$ cat config.mk
export PLATFORM = sky130hd
export DESIGN_NAME = sevenseg_scan_mux
export DESIGN_NICKNAME = d
export VERILOG_FILES = /design/src/rtl/sevenseg_scan_mux.sv
export SDC_FILE = /design/constraint.sdc
export NUM_CORES = 1
export LEC_CHECK = 0
export ABC_AREA = 1
export CAP_MARGIN = 20
export CORE_MARGIN = 5
export CORE_UTILIZATION = 48
export CTS_CLUSTER_DIAMETER = 30
export DETAILED_ROUTE_END_ITERATION = 6
export PLACE_DENSITY = 0.76
export SYNTH_ARGS = -nofsm -noshare
export SYNTH_HDL_FRONTEND = slang
export SYNTH_SLANG_ARGS = --single-unit
$ cat constraint.sdc
create_clock -name clk -period 2.8 [get_ports clk]
set_clock_uncertainty 0.05 [all_clocks]
set_input_delay 0.28 -clock clk [delete_from_list [all_inputs] [get_ports clk]]
set_output_delay 0.28 -clock clk [all_outputs]
set_load 0.02 [all_outputs]
$ cat src/rtl/sevenseg_scan_mux.sv
// sevenseg_scan_mux: time-multiplexed driver for an 8-digit common-anode
// seven-segment display. It snapshots the digit codes, enables and decimal
// points once per frame so a frame never tears. It scans one digit per
// DIGIT_PERIOD-cycle slot and keeps all anodes off for the first
// BLANK_CYCLES of each slot to suppress ghosting.
//
// Optional build macro SEVENSEG_LEADING_ZERO_BLANK_EN: blanks enabled zero
// digits that lie above the highest enabled nonzero digit (digit 0 is kept).
module sevenseg_scan_mux #(
  parameter int unsigned DIGIT_PERIOD = 50000,
  parameter int unsigned BLANK_CYCLES = 500
) (
  input  logic        clk,
  input  logic        reset,
  input  logic [39:0] digits_in,
  input  logic [7:0]  dig_en,
  input  logic [7:0]  dp_in,
  output logic [7:0]  an_n,
  output logic [7:0]  seg_n,
  output logic        frame_tick
);

  localparam int unsigned CNT_W = (DIGIT_PERIOD > 1) ? $clog2(DIGIT_PERIOD) : 1;
  localparam logic [CNT_W-1:0] CNT_LAST  = CNT_W'(DIGIT_PERIOD - 1);
  localparam logic [CNT_W-1:0] CNT_BLANK = CNT_W'(BLANK_CYCLES);

  // Code used to force a digit dark; any code from 19 to 31 decodes to blank.
  localparam logic [4:0] CODE_BLANK = 5'd31;

  // Active-low {a..g} pattern for one 5-bit display code.
  function automatic logic [6:0] decode(input logic [4:0] code);
    case (code)
      5'd0:    decode = 7'b0000001;
      5'd1:    decode = 7'b1001111;
      5'd2:    decode = 7'b0010010;
      5'd3:    decode = 7'b0000110;
      5'd4:    decode = 7'b1001100;
      5'd5:    decode = 7'b0100100;
      5'd6:    decode = 7'b0100000;
      5'd7:    decode = 7'b0001111;
      5'd8:    decode = 7'b0000000;
      5'd9:    decode = 7'b0000100;
      5'd10:   decode = 7'b0001000;
      5'd11:   decode = 7'b1100000;
      5'd12:   decode = 7'b0110001;
      5'd13:   decode = 7'b1000010;
      5'd14:   decode = 7'b0110000;
      5'd15:   decode = 7'b0111000;
      5'd16:   decode = 7'b1111110;
      5'd17:   decode = 7'b1110111;
      5'd18:   decode = 7'b1100010;
      default: decode = 7'b1111111;
    endcase
  endfunction

`ifdef SEVENSEG_LEADING_ZERO_BLANK_EN
  // Walk from the leftmost digit down; enabled zeros seen before the first
  // enabled nonzero code are leading zeros and get replaced by a blank code.
  function automatic logic [7:0][4:0] suppress_leading_zeros(
    input logic [7:0][4:0] codes,
    input logic [7:0]      en
  );
    logic seen_nonzero;
    // NOTE: blocking assignments here (and in always_comb) model ordered
    // combinational evaluation; only flops use non-blocking assignments.
    seen_nonzero = 1'b0;
    suppress_leading_zeros = codes;
    for (int k = 7; k >= 1; k--) begin
      if (en[k] && (codes[k] != 5'd0)) begin
        seen_nonzero = 1'b1;
      end else if (en[k] && !seen_nonzero) begin
        suppress_leading_zeros[k] = CODE_BLANK;
      end
    end
  endfunction
`endif

  logic [CNT_W-1:0] cnt_q, cnt_d;
  logic [2:0]       idx_q, idx_d;
  logic             load_pending_q, load_pending_d;
  logic [7:0][4:0]  code_snap_q, code_snap_d;
  logic [7:0]       en_snap_q, en_snap_d;
  logic [7:0]       dp_snap_q, dp_snap_d;
  logic [7:0]       an_n_q, an_n_d;
  logic [7:0]       seg_n_q, seg_n_d;
  logic             frame_tick_q, frame_tick_d;

  logic             slot_wrap;
  logic             capture;
  logic [7:0][4:0]  capture_codes;

  // Next-state logic: prescaler, digit index, frame snapshot and outputs.
  always_comb begin
    // NOTE: every signal gets a default first so no path leaves it unassigned,
    // which would otherwise infer a latch.
    cnt_d          = cnt_q;
    idx_d          = idx_q;
    load_pending_d = load_pending_q;
    code_snap_d    = code_snap_q;
    en_snap_d      = en_snap_q;
    dp_snap_d      = dp_snap_q;
    an_n_d         = 8'hFF;
    seg_n_d        = 8'hFF;
    frame_tick_d   = 1'b0;

    slot_wrap = (cnt_q == CNT_LAST);
    if (slot_wrap) begin
      cnt_d = '0;
      idx_d = idx_q + 3'd1;
    end else begin
      cnt_d = cnt_q + CNT_W'(1);
    end

`ifdef SEVENSEG_LEADING_ZERO_BLANK_EN
    capture_codes = suppress_leading_zeros(digits_in, dig_en);
`else
    capture_codes = digits_in;
`endif

    // A frame ends on the last cycle of digit 7's slot; the very first
    // clock after reset also loads so the display never shows stale data.
    capture = load_pending_q || (slot_wrap && (idx_q == 3'd7));
    if (capture) begin
      code_snap_d    = capture_codes;
      en_snap_d      = dig_en;
      dp_snap_d      = dp_in;
      load_pending_d = 1'b0;
    end
    frame_tick_d = capture;

    // Segments are always driven for the current digit; the anode alone
    // decides visibility, and stays off during the slot's dead time.
    if (en_snap_q[idx_q] && (cnt_q >= CNT_BLANK)) begin
      an_n_d[idx_q] = 1'b0;
    end
    seg_n_d = {~dp_snap_q[idx_q], decode(code_snap_q[idx_q])};
  end

  // State and output registers with asynchronous active-high reset.
  always_ff @(posedge clk or posedge reset) begin
    if (reset) begin
      cnt_q          <= '0;
      idx_q          <= 3'd0;
      load_pending_q <= 1'b1;
      // NOTE: the snapshot is a handful of flops, not a RAM, so it is reset
      // like any other state to give a defined picture before the first load.
      code_snap_q    <= '0;
      en_snap_q      <= 8'h00;
      dp_snap_q      <= 8'h00;
      an_n_q         <= 8'hFF;
      seg_n_q        <= 8'hFF;
      frame_tick_q   <= 1'b0;
    end else begin
      cnt_q          <= cnt_d;
      idx_q          <= idx_d;
      load_pending_q <= load_pending_d;
      code_snap_q    <= code_snap_d;
      en_snap_q      <= en_snap_d;
      dp_snap_q      <= dp_snap_d;
      an_n_q         <= an_n_d;
      seg_n_q        <= seg_n_d;
      frame_tick_q   <= frame_tick_d;
    end
  end

  assign an_n       = an_n_q;
  assign seg_n      = seg_n_q;
  assign frame_tick = frame_tick_q;

endmodule
# --- Yosys cells after proc, flatten, opt, wreduce, memory -nomap -nowiden ---
# Memories as Yosys holds them, arrays and structs flattened. A register that Yosys moved wholly into a read port is not among the register bits.
# Index checks and enable logic that the tools add are counted.
classes:
  add_sub_neg: 2
  magnitude_cmp: 3
  n_eq_ne: 2
  mux: 10
  n_bitwise: 2
  n_reduce_logical: 4
op_table:
  columns: ["op", "count"]
  rows:
  - ["16-bit by 1-bit adder with 16-bit output (second input constant)", 1]
  - ["16-bit equality test (second input constant)", 1]
  - ["16-bit by 9-bit >= comparator with 1-bit output (second input constant)", 1]
  - ["16-bit 2-to-1 mux", 1]
  - ["5-bit binary-select mux with 3-bit select", 1]
  - ["8-bit 2-to-1 mux", 1]
  - ["8-bit NOT", 1]
  - ["1-bit binary-select mux with 3-bit select", 2]
  - ["5-bit 2-to-1 mux", 1]
  - ["3-bit by 4-bit less-than comparator with 1-bit output (second input constant)", 1]
  - ["3-bit by 1-bit adder with 3-bit output (second input constant)", 1]
  - ["1-bit demux with 3-bit select", 1]
  - ["3-bit equality test (second input constant)", 1]
  - ["3-bit by 1-bit >= comparator with 1-bit output (second input constant)", 1]
  - ["1-bit logical AND", 3]
  - ["1-bit 2-to-1 mux", 3]
  - ["1-bit logical OR", 1]
  - ["1-bit NOT", 1]
totals:
  reg_bits: 93
  rom_bits: 224
  in_bits: 58
  output_inout_bits: 17
  wordCells: 40
  memories: 1
memory_table:
  columns: ["memory", "words", "word_bits", "rd", "rd_clocked_by_memory_dff", "wr", "line_no", "text"]
  rows:
  - ["(name not given)", 32, 7, 1, 1, 0, "32", "case (code)"]

# --- Depth between registers and ports, before layout ---
logic_depth:
  depth_word: 6
  mapped_depth: 15
  ltp_nobuf: 13

# --- Worst setup path after synthesis ---
# OpenSTA, ideal clock, no wires.
synth_path:
  kind: "reg2reg"
  start: "reg idx_q[0]"
  end: "reg seg_n_q[3], in the netlist seg_n[3]"
  arrival_time_ps: 1756
  t_required_ps: 2668
  path_slack_ps: 912
  stages_incl_launch_ff: 14
  n_path_buf: 2
  synth_period_minus_slack_ps: 1888
  path_cell_list: "dfrtp_1 buf_4 buf_4 nor2_1 nor2_1 o21ai_0 nand2_1 nor2_1 inv_1 ha_1 nand2_2 o21ai_0 nand2_1 nand3_1"
synth_via:
  elab_chain_len: 2
synth_lines:
  columns: ["element", "line_no", "text"]
  rows:
  - ["start, declared", "79", "logic [2:0] idx_q, idx_d;"]
  - ["start signal, assigned", "155", "idx_q <= idx_d;"]
  - ["5-bit binary-select mux with 3-bit select", "136", "seg_n_d = {~dp_snap_q[idx_q], decode(code_snap_q[idx_q])};"]
  - ["5-bit 2-to-1 mux (implied by the code)", "136", null]
  - ["end, declared", "85", "logic [7:0] seg_n_q, seg_n_d;"]
# No other way between the ends. The select of a mux whose other input is x is not followed.
# A chain may end at the register's enable or synchronous reset.

# --- Final worst setup path ---
layout_path:
  start: "reg idx_q[0]"
  end: "reg seg_n_q[1], in the netlist seg_n[1]"
# Same word-level chain as after synthesis.

==> impl_metrics.env <==
export IMPL_routed_wl_mm=11.0
export IMPL_synth_edf_count=0
export IMPL_final_nets=716
export IMPL_rows=35
export IMPL_maxCapViolCount=0
export IMPL_rsz0062_at_grt="false"
export IMPL_top_layer="met4"
export IMPL_yosysWarnings=0
export IMPL_ys_types=34
export IMPL_clk_latency_ns=0.37
export IMPL_reg2reg_setup_slack_ns=0.46
export IMPL_mappedNetlistArea_um2=4600
export IMPL_drc=0
export IMPL_overflow=0
export IMPL_relSlewSlack=0.554
export IMPL_die_area_um2=11700
export IMPL_cts_setup_buffers=0
export IMPL_yosysSeqAreaShare=0.510
export IMPL_setup_tns_ns=0
export IMPL_vias_per_cell=5.12
export IMPL_crit_type="register to register"
export IMPL_finalPower_mw=2.82
export IMPL_die_y_um=108
export IMPL_ios=75
export IMPL_whs_ns=0.291
export IMPL_dp_hpwl_mm=7.96
export IMPL_drt_iter0_markers=255
export IMPL_end_kind="register"
export IMPL_wl_met2_mm=5.24
export IMPL_grt_pass1_vias=4095
export IMPL_start_util=0.496
export IMPL_vias=4000
export IMPL_fill_cells=838
export IMPL_clockBufferDepth=2
export IMPL_worstPathRequired_ns=3.04
export IMPL_syn_inst=579
export IMPL_post_cts_resized=0
export IMPL_peakVddDrop_mv=0.270
export IMPL_place_congestion=0.924
export IMPL_dr_pass1_iters=4
export IMPL_synth_top_flop_cell="dfrtp_1"
export IMPL_slew_viol_final=0
export IMPL_hold_violations=0
export IMPL_antenna_cells=0
export IMPL_ys_top_cells_by_area="dfrtp_1, nand2_1, dfstp_2, nand3_1, inv_1"
export IMPL_final_layout_size_suffix_gt1_frac=0.0904
export IMPL_setup_viol=0
export IMPL_arrival_ns=2.58
export IMPL_numCtsBuffers=9
export IMPL_cts_hold_buf=0
export IMPL_wl_met1_mm=4.94
export IMPL_ant_nets=0
export IMPL_synth_top_cells_by_count="nand2_1, dfrtp_1, nand3_1"
export IMPL_wl_per_cell_um=14.1
export IMPL_clock_sinks=93
export IMPL_fmax_mhz=428
export IMPL_grt_first_pass_wirelength_mm=18.7
export IMPL_worstMarginPinSlew_ns=0.664
export IMPL_syn_avg_cell_area_um2=7.95
export IMPL_grt_use_total=0.199
export IMPL_power_density_nw_per_um2=500
export IMPL_ys_ff_latch=93
export IMPL_cts_tree="built"
export IMPL_start_kind="register"
export IMPL_coreArea_um2=9280
export IMPL_grt_max_degree=94
export IMPL_antenna_found_initial=0
export IMPL_htree_levels=3
export IMPL_cp_max_fo=20
export IMPL_async_reset_ff_frac=1.00
export IMPL_fin_util=0.608
export IMPL_status="finished clean"
export IMPL_fin_crit_sh=0.835
export IMPL_portBuffers=74
export IMPL_syn_to_final_growth_pct=22.6
export IMPL_period_minus_slack_ns=2.34
export IMPL_cts_root_buf="clkbuf_8"
export IMPL_wl_met3_um=573
export IMPL_clk_pin_slew_ns=0.09
export IMPL_hp_class="primary input to asynchronous set/reset pin"
export IMPL_synth_top_area_share=0.413
export IMPL_synthesis_nets=647
export IMPL_leakage_nw=2.80
export IMPL_synth_top_area_cell="dfrtp_1"
export IMPL_yosysMostFrequentCell="nand2_1"
export IMPL_die_w_um=108
-- worst paths after layout --
kind / startpoint / to / cells after the start
max: idx_q[0]$_DFFE_PP0N_ / seg_n[1]$_DFF_PP1_ / 10
min: reset / code_snap_q[6]$_DFFE_PP0P_ / 3
max reg2reg: idx_q[0]$_DFFE_PP0N_ / seg_n[1]$_DFF_PP1_ / 10
min reg2reg: cnt_q[0]$_DFF_PP0_ / cnt_q[0]$_DFF_PP0_ / 1
max in group asynchronous: reset / an_n[6]$_DFF_PP1_ / 3
min in group clk: dp_in[2] / dp_snap_q[2]$_DFFE_PP0P_ / 3
-- worst max-delay path, stage by stage, from the launching register on --
cell,delay (ns)
dfrtp_1,0.59
inv_2,0.24
o21ai_0,0.24
nand2_1,0.08
nor2_1,0.33
inv_1,0.15
ha_1,0.23
nand2_2,0.09
o21ai_0,0.11
nand2_1,0.08
nand3_1,0.07
-- where the power goes --
group          total [mW]  leakage (nW)  switching (mW)  internal [mW]
registers            1.50          1.12          0.0482           1.45
logic               0.399          1.58           0.216          0.183
clock network       0.928        0.0968           0.505          0.424
total                2.82          2.80           0.769           2.05
-- state kept, by name, indices dropped and copies added, names as in the netlist --
signal	cells
en_snap_q	8
code_snap_q	40
frame_tick	1
seg_n	8
cnt_q	16
dp_snap_q	8
idx_q	3
an_n	8
load_pending_q	1
-- metal layers --
metal,global-route usage,vias to the layer above
met5,0,-
met4,0.0784,0
met3,0.0358,24
met2,0.332,125
met1,0.258,1874
li1,-,1977
-- logic make-up (layout without fill, tap and decap cells) --
family,count (synthesis),after routing,share of synthesized area
fa+ha+maj,10,10,0.0272
xor+xnor,4,4,0.00761
compound gates,42,42,0.0511
buf+inv,74,148,0.0731
other cells,1,1,0.000814
simple gates,355,355,0.330
flops,93,93,0.510
-- metrics by stage --
stage | instance area (um^2) | setup WS, ns | instances
after floorplan | 4600 | 0.0778 | 579
final | 5640 | 0.462 | 782
after global placement | 5440 | 0.697 | 766
after global routing | 5640 | 0.272 | 782
after detailed placement | 5440 | 0.530 | 766
after CTS | 5640 | 0.503 | 782
-- final cells by class --
cell class / count / area (um^2) / share of cell area
Inverter: 51 / 193 / 0.0341
Clock buffer: 9 / 124 / 0.0219
Sequential cell: 93 / 2350 / 0.416
Multi-Input combinational cell: 412 / 1920 / 0.340
Tap cell: 129 / 161 / 0.0286
Timing Repair Buffer: 81 / 818 / 0.145
Clock inverter: 7 / 80.1 / 0.0142
-- placed cells by master (no fill, tap or decap), types with 2 or more instances in the layout --
cell type and count:
nand2_2 8, inv_1 46, a21oi_1 6, nand2_1 207
a31oi_1 2, ha_1 10, buf_12 2, o22ai_1 4
clkbuf_8 9, nor3_1 14, dfrtp_1 76, inv_2 4
dfstp_2 17, nand4_1 12, o21ai_0 23, clkinvlp_4 2
inv_6 3, buf_4 5, o211ai_1 3, nor2_1 44
clkdlybuf4s50_1 74, nand3_1 63, xor2_1 4
(Power assumes the default switching activity.)
